==> src/rtl/tbu.sv <==
// Traceback unit for a 4-state Viterbi decoder: buffers one block of survivor decisions,
// picks the lowest-metric final state, traces back, and streams decoded bits oldest first.
module tbu #(
    parameter int unsigned BLK = 8,
    parameter int unsigned PMW = 4
) (
    input  logic           clk,
    input  logic           reset,
    input  logic           in_valid,
    output logic           in_ready,
    input  logic           d0,
    input  logic           d1,
    input  logic           d2,
    input  logic           d3,
    input  logic [PMW-1:0] pm0,
    input  logic [PMW-1:0] pm1,
    input  logic [PMW-1:0] pm2,
    input  logic [PMW-1:0] pm3,
    output logic           out_valid,
    input  logic           out_ready,
    output logic           out_bit,
    output logic           out_last,
    output logic [1:0]     best_state
);

    localparam int unsigned PW = (BLK > 1) ? $clog2(BLK) : 1;
    localparam logic [PW-1:0] Last = PW'(BLK - 1);

    typedef enum logic [1:0] {StFill, StSelect, StTrace, StEmit} state_e;

    state_e          state_q, state_d;
    logic [PW-1:0]   wptr_q, rptr_q, optr_q;
    logic [1:0]      cur_q, best_q, best_d;
    logic [BLK-1:0]  obuf_q;
    logic [3:0]      mem [BLK];

    logic            fill_wr, last_wr, trace_done, emit_hs, emit_end;
    logic [PMW-1:0]  min01, min23;
    logic [1:0]      idx01, idx23;

    assign fill_wr    = (state_q == StFill) && in_valid;
    assign last_wr    = fill_wr && (wptr_q == Last);
    assign trace_done = (state_q == StTrace) && (rptr_q == '0);
    assign emit_hs    = (state_q == StEmit) && out_ready;
    assign emit_end   = emit_hs && (optr_q == Last);

    // Strict less-than keeps ties on the lower index at both tree levels.
    always_comb begin
        idx01  = (pm1 < pm0) ? 2'd1 : 2'd0;
        min01  = (pm1 < pm0) ? pm1 : pm0;
        idx23  = (pm3 < pm2) ? 2'd3 : 2'd2;
        min23  = (pm3 < pm2) ? pm3 : pm2;
        best_d = (min23 < min01) ? idx23 : idx01;
    end

    always_ff @(posedge clk or negedge reset) begin
        if (!reset) begin
            state_q <= StFill;
        end else begin
            state_q <= state_d;
        end
    end

    always_comb begin
        state_d = state_q;
        unique case (state_q)
            StFill:   if (last_wr)    state_d = StSelect;
            StSelect:                 state_d = StTrace;
            StTrace:  if (trace_done) state_d = StEmit;
            StEmit:   if (emit_end)   state_d = StFill;
            default:                  state_d = StFill;
        endcase
    end

    always_comb begin
        in_ready   = (state_q == StFill);
        out_valid  = (state_q == StEmit);
        out_bit    = (state_q == StEmit) ? obuf_q[optr_q] : 1'b0;
        out_last   = (state_q == StEmit) && (optr_q == Last);
        best_state = best_q;
    end

    // Decision memory needs no reset; contents are always rewritten before use.
    always_ff @(posedge clk) begin
        if (fill_wr) begin
            mem[wptr_q] <= {d3, d2, d1, d0};
        end
    end

    always_ff @(posedge clk or negedge reset) begin
        if (!reset) begin
            wptr_q <= '0;
            rptr_q <= '0;
            optr_q <= '0;
            cur_q  <= '0;
            best_q <= '0;
            obuf_q <= '0;
        end else begin
            unique case (state_q)
                StFill: begin
                    if (fill_wr) begin
                        wptr_q <= last_wr ? '0 : wptr_q + PW'(1);
                    end
                end
                StSelect: begin
                    best_q <= best_d;
                    cur_q  <= best_d;
                    rptr_q <= Last;
                end
                StTrace: begin
                    obuf_q[rptr_q] <= cur_q[1];
                    // Step to predecessor {s0, d_s}.
                    cur_q  <= {cur_q[0], mem[rptr_q][cur_q]};
                    rptr_q <= trace_done ? '0 : rptr_q - PW'(1);
                end
                StEmit: begin
                    if (emit_hs) begin
                        optr_q <= emit_end ? '0 : optr_q + PW'(1);
                    end
                end
                default: ;
            endcase
        end
    end

endmodule

==> config.mk <==
export PLATFORM = sky130hd
export DESIGN_NAME = tbu
export DESIGN_NICKNAME = d
export VERILOG_FILES = /design/src/rtl/tbu.sv
export SDC_FILE = /design/constraint.sdc
export NUM_CORES = 1
export LEC_CHECK = 0
export BUFFER_PORTS_ARGS = -buffer_cell sky130_fd_sc_hd__buf_2
export CORE_ASPECT_RATIO = 1.4
export CORE_MARGIN = 10
export CORE_UTILIZATION = 50
export DETAILED_ROUTE_END_ITERATION = 10
export PLACE_DENSITY = 0.69
export SYNTH_ARGS = -nofsm -noshare
export SYNTH_HDL_FRONTEND = slang
export SYNTH_SLANG_ARGS = --single-unit
==> constraint.sdc <==
create_clock -name clk -period 2.2 [get_ports clk]
set_input_delay 0.22 -clock clk [delete_from_list [all_inputs] [get_ports clk]]
set_output_delay 0.22 -clock clk [all_outputs]
set_load 0.05 [all_outputs]
Word-level counts from Yosys, hierarchy flattened. Memory sizes are Yosys's and may differ from the RTL's. Cells that the tools add are included.

Memory bits (writable): 32. Memories: 1. Bits in read-only memories: 0. Input port bits: 24. Latch bits: 0. Logic and storage cells: 63. Bits in registers: 23.

Add/sub/neg operators: 3. Multiply operators: 0. Bitwise operators: 0. Eq/ne operators: 8. Magnitude comparators: 7. Shift operators: 0. Mux-type cells: 24. Div/mod/pow operators: 0. Reductions and logical operators: 13.

Memories: mem (words 8, bits a word 4, read ports 1, clocked after memory_dff 0, write ports 1, line 35) `logic [3:0] mem [BLK];`.

Operator list (number): 4-bit < comparator (3); 3-bit 2-to-1 mux (3); 8-bit bitwise mux (1); 3-bit by 4-bit < comparator with 1-bit output, second input constant (2); 1-bit 2-to-1 mux (8); 2-bit 2-to-1 mux (4); 4-bit 2-to-1 mux (2); 2-bit one-hot mux with 4 select lines (1); 1-bit logical AND (7); 3-bit by 1-bit adder with 3-bit output, second input constant (2); 3-bit == test, second input constant (2); 3-bit one-hot mux with 2 select lines (1); 2-bit == test, second input constant (2); 2-bit by 1-bit != test with 1-bit output, second input constant (2); 2-bit one-hot mux with 2 select lines (1); 2-bit AND reduction (2); 1-bit binary-select mux with 3-bit select (1); 1-bit demux with 3-bit select (1); 3-bit by 1-bit >= comparator with 1-bit output, second input constant (1); 3-bit zero test (1); 2-bit by 3-bit < comparator with 1-bit output, second input constant (1); 3-bit AND reduction (1); 3-bit by 1-bit subtractor with 3-bit output, second input constant (1); 1-bit binary-select mux with 2-bit select (1); 4 further kinds (4).

Depth between registers and ports, before layout. Gate-level depths: netlist of the first run.

Depth in word-level cells: 5. Depth in mapped cells: 12. Mapped depth without buffers: 12.

Worst setup path after synthesis of the first run. No wires, ideal clock.

Kind: input -> register. From: input port pm2[1]. To: register cur_q[0]. Path slack: -378 ps. Library setup time: 134 ps. Required time: 2066 ps. Cell stages on the path: 11. Path buffers: 0. Data arrival time: 2444 ps. Cells stage by stage: inv_1 > ha_1 > a2111oi_4 > nor2_1 > mux2_1 > ha_1 > nand2_1 > o31ai_1 > a211oi_1 > a211oi_1 > a211oi_1.

Longest elaborated chain between the ends: 5. Elaborated cells between the ends (all ways): 6. Those cells by class: order compare: 2; mux: 4.

RTL lines: from (decl) (line 17) `input logic [PMW-1:0] pm2,`; 4-bit < comparator (line 51, 52); 4-bit 2-to-1 mux (line 52) `min23 = (pm3 < pm2) ? pm3 : pm2;`; 4-bit < comparator (line 53) `best_d = (min23 < min01) ? idx23 : idx01;`; 2-bit 2-to-1 mux (*) (line 53); 2-bit one-hot mux with 2 select lines (*) (line 99) `unique case (state_q)`; to (signal assigned) (line 107) `cur_q <= best_d;`; to (signal assigned) (line 113) `cur_q <= {cur_q[0], mem[rptr_q][cur_q]};`; to (decl) (line 33) `logic [1:0] cur_q, best_q, best_d;`.

Mark *: on every way between the ends. The rest lies on a longest branch, timed or not. A chain may end at the register's enable or synchronous reset.

Worst setup path in the final report of the first run.
From: input port pm2[1]. To: register cur_q[1].

Longest elaborated chain between the ends: 5.

RTL lines (line): 4-bit < comparator (52); 4-bit 2-to-1 mux (*) (52); 4-bit < comparator (*) (53); 2-bit 2-to-1 mux (*) (53); 2-bit one-hot mux with 2 select lines (*) (99).

Marked as above.

==> results of run 1 <==
==> routing by layer <==
layer	vias to the layer above	global-route usage (%)
met1	988	14.10
met4	0	3.947
met2	43	21.67
li1	978	-
met3	8	2.790
met5	-	0
==> how the worst max path moves through the flow <==
stage | cells after the start | to | start | slack [ns]
2_1_floorplan | 10 | cur_q[0] | pm3[1] | -0.13
3_3_place_gp | 12 | cur_q[0] | pm0[1] | -0.32
3_5_place_dp | 11 | cur_q[0] | pm3[1] | -0.41
4_1_cts | 12 | cur_q[0] | pm0[1] | 0.003
5_1_grt | 12 | cur_q[1] | pm2[1] | -0.04
6_report | 12 | cur_q[1] | pm2[1] | 0.03
==> critical path: cells and delay by family <==
| kind | cells | cell delay [ns] |
|---|---|---|
| muxes | 1 | 0.33 |
| and+or+nand+nor | 1 | 0.10 |
| buffers and inverters | 3 | 0.28 |
| adders and majority gates | 2 | 0.38 |
| AOI/OAI and AO/OA | 5 | 1.10 |
==> metrics by stage <==
stage                     hold WS (ns)  setup TNS, ns
after detailed placement        0.2384         -1.375
final                           0.1747              0
after global routing            0.1779        -0.1224
after floorplan               -0.07559        -0.2497
after global placement          0.2281         -1.136
after CTS                       0.1713              0
==> registers in the layout, summed over array words and instances (netlist names) <==
register	count
best_state	2
state_q	2
cur_q	2
mem	32
wptr_q	3
optr_q	3
obuf_q	8
rptr_q	3
==> cells by family after synthesis <==
kind of cell	count (synthesis)	share of synthesized area (%)
buffers and inverters	21	3.285
muxes	27	15.02
adders and majority gates	21	8.959
AOI/OAI and AO/OA	40	9.514
and+or+nand+nor	64	10.84
DFF	55	52.39
==> layout make-up <==
type	instances	share of cell area (%)
Sequential cell	55	42.04
Clock inverter	3	0.6847
Timing Repair Buffer	63	11.37
Inverter	14	1.506
Tap cell	68	2.328
Clock buffer	5	1.883
Multi-Input combinational cell	152	40.19
==> cell usage in the layout (no fill, tap or decap), types with 5 or more instances in the layout <==
master | Yosys | final
sky130_fd_sc_hd__buf_4 | 0 | 33
sky130_fd_sc_hd__edfxtp_1 | 32 | 32
sky130_fd_sc_hd__buf_2 | 2 | 27
sky130_fd_sc_hd__dfrtp_1 | 23 | 23
sky130_fd_sc_hd__nand2_1 | 17 | 16
sky130_fd_sc_hd__ha_1 | 21 | 15
sky130_fd_sc_hd__o21ai_0 | 13 | 13
sky130_fd_sc_hd__nor2_1 | 13 | 11
sky130_fd_sc_hd__inv_1 | 13 | 9
sky130_fd_sc_hd__nand2b_1 | 9 | 8
sky130_fd_sc_hd__mux2_2 | 8 | 8
sky130_fd_sc_hd__nor3_1 | 7 | 7
sky130_fd_sc_hd__mux4_2 | 6 | 6
sky130_fd_sc_hd__mux4_1 | 5 | 5
sky130_fd_sc_hd__ha_4 | 0 | 5
sky130_fd_sc_hd__clkbuf_8 | 0 | 5
==> where the power goes <==
part           total, mW  leakage, nW  switching (mW)  internal, mW
Clock              0.566       0.0443           0.338         0.228
Sequential          1.57        0.560           0.229          1.34
Combinational       1.59        0.914           0.833         0.760
Total               3.73         1.52            1.40          2.33
==> repair_timing <==
item | CTS | global route
resized for setup | 3 | 16
setup buffers | 2 | 2
hold buffers | 1 | 0
endpoints found under the setup margin | 3 | 4
pin swaps | 2 | 12
hold endpoints to repair | 23 | 0
gates cloned | 0 | 0
==> Implementation_results.wiki, run 1 <==
{| class="wikitable"
! Metric !! Value
|-
| Share of synthesized flip-flops with an asynchronous set or reset || 41.82%
|-
| Routed vias || between 2000 and 2500
|-
| Via count of the first global-routing pass || 2038
|-
| Average instance area after synthesis || between 10 and 15 sq um
|-
| Achievable Freq || around 0.46 GHz
|-
| Required arrival time at the worst endpoint || ~2.4 ns
|-
| Detailed-route wire length per cell || roughly 16 um
|-
| Worst reg-to-reg path cell count || 6
|-
| Post-synth net total || approximately 270
|-
| Maximum VDD drop || around 0.54 mV
|-
| Util after Layout || between 60% and 70%
|-
| Power after layout || 3.729 mW
|-
| Clock root cell || sky130_fd_sc_hd__clkbuf_8
|-
| Mapped cell area || approximately 2900 sq um
|-
| Synth warnings || 0
|-
| Post-synth top area share || ~33%
|-
| Unrepaired setup endpoints after global routing || true
|-
| Net count, final || approximately 340
|-
| Worst R2R End || cur_q[0]
|-
| Top metal layer carrying routed signals || met4
|-
| Number of nets with antenna violations after detailed routing || 0
|-
| Arr. time, crit path || ~2.4 ns
|-
| Sequential share of the synthesized area || approximately 52%
|-
| Critical register-to-register path startpoint || rptr_q[2]
|-
| Endpoints failing setup || 0
|-
| Number of input and output port buffers inserted || 29
|-
| Total global-route track usage || between 10 and 15%
|-
| Worst setup path category || input port to register
|-
| Number of standard cells in the layout, taps in and fillers out || between 300 and 400
|-
| Count of inserted antenna diode cells || 0
|-
| Number of filler instances in the final layout || ~460
|-
| Initial Utilization || a little over half
|-
| Area of the multi-input gates || around 1500 sq um
|-
| Clock-pin slew reported for the worst setup and hold paths after clock tree synthesis || ~0.10 ns
|-
| Mean number of vias per cell || between 5 and 6
|-
| Routed length on met3 || ~230 um
|-
| Register-to-Register Setup Slack || between 0.2 and 0.25 ns
|-
| Outcome || complete, no violations
|-
| Cell area after placement || 3428 sq um
|-
| Power per standard cell area || just over 1000 nW/um^2
|-
| Maximum capacitance violations || 0
|-
| Post-Synthesis Cells || roughly 230
|-
| WHS Path Cells || 1
|-
| Area of the core || 5605 sq um
|-
| Most numerous cell in the Yosys netlist || sky130_fd_sc_hd__edfxtp_1
|-
| Worst setup SP type || input port
|-
| Capturing element type of the critical path || register
|-
| Area growth from synthesis to final layout || 24.62%
|-
| Clock Sink Count || between 50 and 60
|-
| Placer congestion estimate || 0.7667
|-
| Area contributors post-synth || sky130_fd_sc_hd__edfxtp_1 33%, sky130_fd_sc_hd__dfrtp_1 20%, sky130_fd_sc_hd__ha_1 9.0%
|-
| Post-synth cell types || 43
|-
| Leakage power total || between 1.5 and 2 nW
|-
| Biggest fanout along the worst timing path || 3
|-
| Final Max Tran Viols || 0
|-
| Maximum level of the CTS H-tree || 2
|-
| Max Clock Skew || slightly below 0.006 ns
|-
| Terminating pin of the worst hold path || mem[2][1]
|-
| Cell seen most often among critical-path stages || sky130_fd_sc_hd__ha_4
|-
| Width of the die || between 80 and 90 um
|-
| Pin count of the biggest net entering global routing || 24
|-
| EDFF count, synth || 32
|-
| Relative slew slack || 64.60%
|-
| Cell with the biggest individual delay on the critical path || sky130_fd_sc_hd__a2111oi_4
|-
| Buffer depth of the longest clock path || 2
|-
| Count of placed standard cells including taps || ~350
|-
| CTS tree || built
|-
| WL final || around 6000 um
|-
| Top cell types by occurrence after synthesis || 32 x sky130_fd_sc_hd__edfxtp_1, 23 x sky130_fd_sc_hd__dfrtp_1, 21 x sky130_fd_sc_hd__ha_1
|-
| Number of remaining DRC errors || 0
|-
| Die boundary height || approximately 110 um
|-
| Met2 WL post-DR || about 3200 um
|-
| Total overflow reported by the global router || 0
|-
| Clock network latency to the later pin of the worst-skew pair || just over 0.3 ns
|-
| Floorplan die area || roughly 9400 sq um
|-
| CTS buffer count || 5
|-
| Drt first-iter violations || 78
|-
| I/O pin cnt || 30
|-
| Number of antenna violations at the first check in global routing || 0
|-
| Initial DRT Pass Iterations || 5
|-
| Final worst path period need || roughly 2.2 ns
|-
| Most area-hungry cell type in the Yosys netlist || sky130_fd_sc_hd__edfxtp_1
|-
| Placement-stage worst setup slack || -0.4061 ns
|-
| Number of standard-cell rows in the floorplan || 32
|-
| Final setup margin || ~0.035 ns
|-
| Metal1 wirelength || ~2300 um
|-
| Seq. cell area || roughly 1500 sq um
|-
| HPWL after detailed placement || 4504 um
|-
| Top FF cell, synth || sky130_fd_sc_hd__edfxtp_1
|-
| Yosys reg bits || 55
|-
| Beginning of the worst hold path || d1
|-
| Post-route clock period utilization || between 90% and 100%
|-
| Share of layout cells above drive strength 1 || slightly below 40%
|-
| Number of hold violations in the final report || 0
|-
| Design Area, Final || 3655 sq um
|-
| Worst stage delay on the critical path || between 0.3 and 0.4 ns
|-
| Wire length of the first global-routing pass || between 9000 and 10000 um
|-
| Critical path cell sequence || buf_6 -> inv_4 -> ha_4 -> a2111oi_4 -> nor2_4 -> mux2_4 -> ha_4 -> a211oi_4 -> o31ai_4 -> buf_4 -> a21o_1 -> a31oi_1
|-
| Min-delay worst type || input port to register
|-
| Slew of the pin with the lowest slew margin || ~0.53 ns
|}
Note: power is estimated with default switching activity, not from simulation.
==> run 2: changes to the inputs <==
==> constraint.sdc (replaced) <==
create_clock -name clk -period 2.2 [get_ports clk]
set_input_delay 0.55 -clock clk [delete_from_list [all_inputs] [get_ports clk]]
set_output_delay 0.55 -clock clk [all_outputs]
set_load 0.05 [all_outputs]
==> Implementation_results.wiki, run 2 (synthesis results as in run 1) <==
{| class="wikitable"
! Metric !! Value
|-
| Cell seen most often among critical-path stages || sky130_fd_sc_hd__a211oi_2 (was sky130_fd_sc_hd__ha_4)
|-
| Maximum level of the CTS H-tree || 2 (unchanged)
|-
| Drt first-iter violations || 134 (was 78)
|-
| Pin count of the biggest net entering global routing || 24 (unchanged)
|-
| Routed vias || 1986 (was 2017)
|-
| Final setup margin || -0.3326 ns (was 0.03466 ns)
|-
| Total overflow reported by the global router || 0 (unchanged)
|-
| Slew of the pin with the lowest slew margin || 0.5313 ns (was 0.5310 ns)
|-
| Outcome || complete, but fails checks (was complete, no violations)
|-
| Buffer depth of the longest clock path || 2 (unchanged)
|-
| Die boundary height || 110.6 um (unchanged)
|-
| Worst stage delay on the critical path || 0.37 ns (was 0.36 ns)
|-
| Capturing element type of the critical path || register (unchanged)
|-
| Number of remaining DRC errors || 0 (unchanged)
|-
| Relative slew slack || 64.58% (was 64.60%)
|-
| CTS Hold Bufs || 0 (was 1)
|-
| WL final || 5679 um (was 5847 um)
|-
| Initial DRT Pass Iterations || 4 (was 5)
|-
| Area growth from synthesis to final layout || 27.65% (was 24.62%)
|-
| I/O pin cnt || 30 (unchanged)
|-
| Post-route worst hold slack || 0.2120 ns (was 0.1747 ns)
|-
| Area of the multi-input gates || 1480 sq um (was 1469 sq um)
|-
| Number of hold violations in the final report || 0 (unchanged)
|-
| Total global-route track usage || 12.46% (was 12.28%)
|-
| Area of the core || 5605 sq um (unchanged)
|-
| Biggest fanout along the worst timing path || 3 (unchanged)
|-
| Util after Layout || 66.79% (was 65.20%)
|-
| Clock root cell || sky130_fd_sc_hd__clkbuf_8 (unchanged)
|-
| Top register by number of flip-flops || mem (unchanged)
|-
| Placement-stage worst setup slack || -0.7114 ns (was -0.4061 ns)
|-
| Net count, final || 340 (was 336)
|-
| HPWL after detailed placement || 4310 um (was 4504 um)
|-
| Final worst path period need || 2.533 ns (was 2.165 ns)
|-
| Count of inserted antenna diode cells || 0 (unchanged)
|-
| Leading cell type in the layout, fill and taps excluded || sky130_fd_sc_hd__buf_4 (unchanged)
|-
| Leakage power total || 1.557 nW (was 1.518 nW)
|-
| Power per standard cell area || 1057 nW/um^2 (was 1020 nW/um^2)
|-
| Seq. cell area || 1538 sq um (was 1536 sq um)
|-
| Maximum VDD drop || 0.5437 mV (was 0.5399 mV)
|-
| Endpoints failing setup || 4 (was 0)
|-
| Share of layout cells above drive strength 1 || 40.54% (was 38.70%)
|-
| Number of antenna violations at the first check in global routing || 0 (unchanged)
|-
| Placer congestion estimate || 0.7426 (was 0.7667)
|-
| Via count of the first global-routing pass || 2052 (was 2038)
|-
| Flip-flop count of the largest register, all copies and words added || 32 (unchanged)
|-
| Detailed-route wire length per cell || 15.60 um (was 16.24 um)
|-
| Min-delay worst type || input port to async pin (was input port to register)
|-
| Clock network latency to the later pin of the worst-skew pair || 0.30 ns (was 0.31 ns)
|-
| Width of the die || 84.73 um (unchanged)
|-
| Worst setup path category || input port to register (unchanged)
|-
| CTS buffer count || 5 (unchanged)
|-
| Mean number of vias per cell || 5.456 (was 5.603)
|-
| Clock-pin slew reported for the worst setup and hold paths after clock tree synthesis || 0.09 ns (was 0.10 ns)
|-
| Number of filler instances in the final layout || 404 (was 455)
|-
| Unrepaired setup endpoints after global routing || true (unchanged)
|-
| Initial Utilization || 52.32% (unchanged)
|-
| Wire length of the first global-routing pass || 9784 um (was 9722 um)
|-
| Critical path cell sequence || buf_8 -> inv_4 -> ha_4 -> a2111oi_4 -> nor2_4 -> mux2_4 -> ha_4 -> a211oi_4 -> o31ai_4 -> a211oi_2 -> a211oi_2 -> a211oi_2 (was buf_6 -> inv_4 -> ha_4 -> a2111oi_4 -> nor2_4 -> mux2_4 -> ha_4 -> a211oi_4 -> o31ai_4 -> buf_4 -> a21o_1 -> a31oi_1)
|-
| Number of standard-cell rows in the floorplan || 32 (unchanged)
|-
| Top delay family on crit path || compound AO/OA/AOI/OAI gates (unchanged)
|-
| Clock Sink Count || 55 (unchanged)
|-
| Cell with the biggest individual delay on the critical path || sky130_fd_sc_hd__a2111oi_4 (unchanged)
|-
| Registers with the most flip-flops || mem x32, obuf_q x8 (unchanged)
|-
| Worst setup SP type || input port (unchanged)
|-
| Post-route clock period utilization || 115.1% (was 98.42%)
|-
| Floorplan die area || 9373 sq um (unchanged)
|-
| Register-to-Register Setup Slack || 0.23 ns (was 0.21 ns)
|-
| Count of placed standard cells including taps || 347 (unchanged)
|-
| Number of standard cells in the layout, taps in and fillers out || 364 (was 360)
|-
| CTS tree || built (unchanged)
|-
| Most frequent cells in the layout || 38 x sky130_fd_sc_hd__buf_4, 32 x sky130_fd_sc_hd__edfxtp_1, 26 x sky130_fd_sc_hd__buf_2, 22 x sky130_fd_sc_hd__dfrtp_1, 16 x sky130_fd_sc_hd__nand2_1 (was 33 x sky130_fd_sc_hd__buf_4, 32 x sky130_fd_sc_hd__edfxtp_1, 27 x sky130_fd_sc_hd__buf_2, 23 x sky130_fd_sc_hd__dfrtp_1, 16 x sky130_fd_sc_hd__nand2_1)
|-
| Maximum capacitance violations || 0 (unchanged)
|-
| Achievable Freq || 0.3948 GHz (was 0.4618 GHz)
|-
| Power after layout || 3.955 mW (was 3.729 mW)
|-
| Final Max Tran Viols || 0 (unchanged)
|-
| Arr. time, crit path || 2.75 ns (was 2.40 ns)
|-
| Required arrival time at the worst endpoint || 2.42 ns (was 2.43 ns)
|-
| Number of nets with antenna violations after detailed routing || 0 (unchanged)
|-
| Number of input and output port buffers inserted || 29 (unchanged)
|-
| Failing checks || setup timing
|-
| Buffers and inverters on the worst path || 2 (was 3)
|-
| Max Clock Skew || 0.006574 ns (was 0.005878 ns)
|}
-- run 2: metal layers --
metal,vias to the layer above,global-route usage (%),part of all wire [%]
met5,-,0,0
li1,987,-,-
met4,0,5.154,2.2
met3,10,2.790,3.8
met1,953,14.41,41
met2,36,21.37,53
-- run 2: power by group --
part           internal, mW  total (mW)  leakage, nW  switching [mW]
Sequential             1.34        1.57        0.559           0.226
Combinational         0.791        1.63        0.933           0.835
Clock                 0.454       0.760       0.0654           0.306
-- run 2: timing repair --
action	in CTS	in global routing
setup endpoints to repair	5	6
setup buffers	7	2
resized for setup	10	13
pin swaps	14	5
-- run 2: worst paths after layout --
check,startpoint,endpoint,depth (start not counted)
min,reset,rptr_q[0],1
max reg2reg,rptr_q[2],cur_q[0],6
min in group clk,obuf_q[3],obuf_q[3],1
max in group asynchronous,reset,optr_q[0],1
min reg2reg,obuf_q[3],obuf_q[3],1
max,pm2[1],cur_q[0],12
-- run 2: area by class of cell --
class | count | share of cell area (%)
Clock buffer | 6 | 1.939
Clock inverter | 2 | 1.604
Inverter | 14 | 1.471
Multi-Input combinational cell | 152 | 39.54
Sequential cell | 55 | 41.08
Tap cell | 68 | 2.273
Timing Repair Buffer | 67 | 12.10
-- run 2: metrics by stage --
stage	TNS (ns)	area, sq um
CTS	-0.9533	3661
detailed placement	-2.639	3431
floorplan	-1.552	3027
global route	-1.494	3744
finish	-1.139	3744
global placement	-2.323	3431
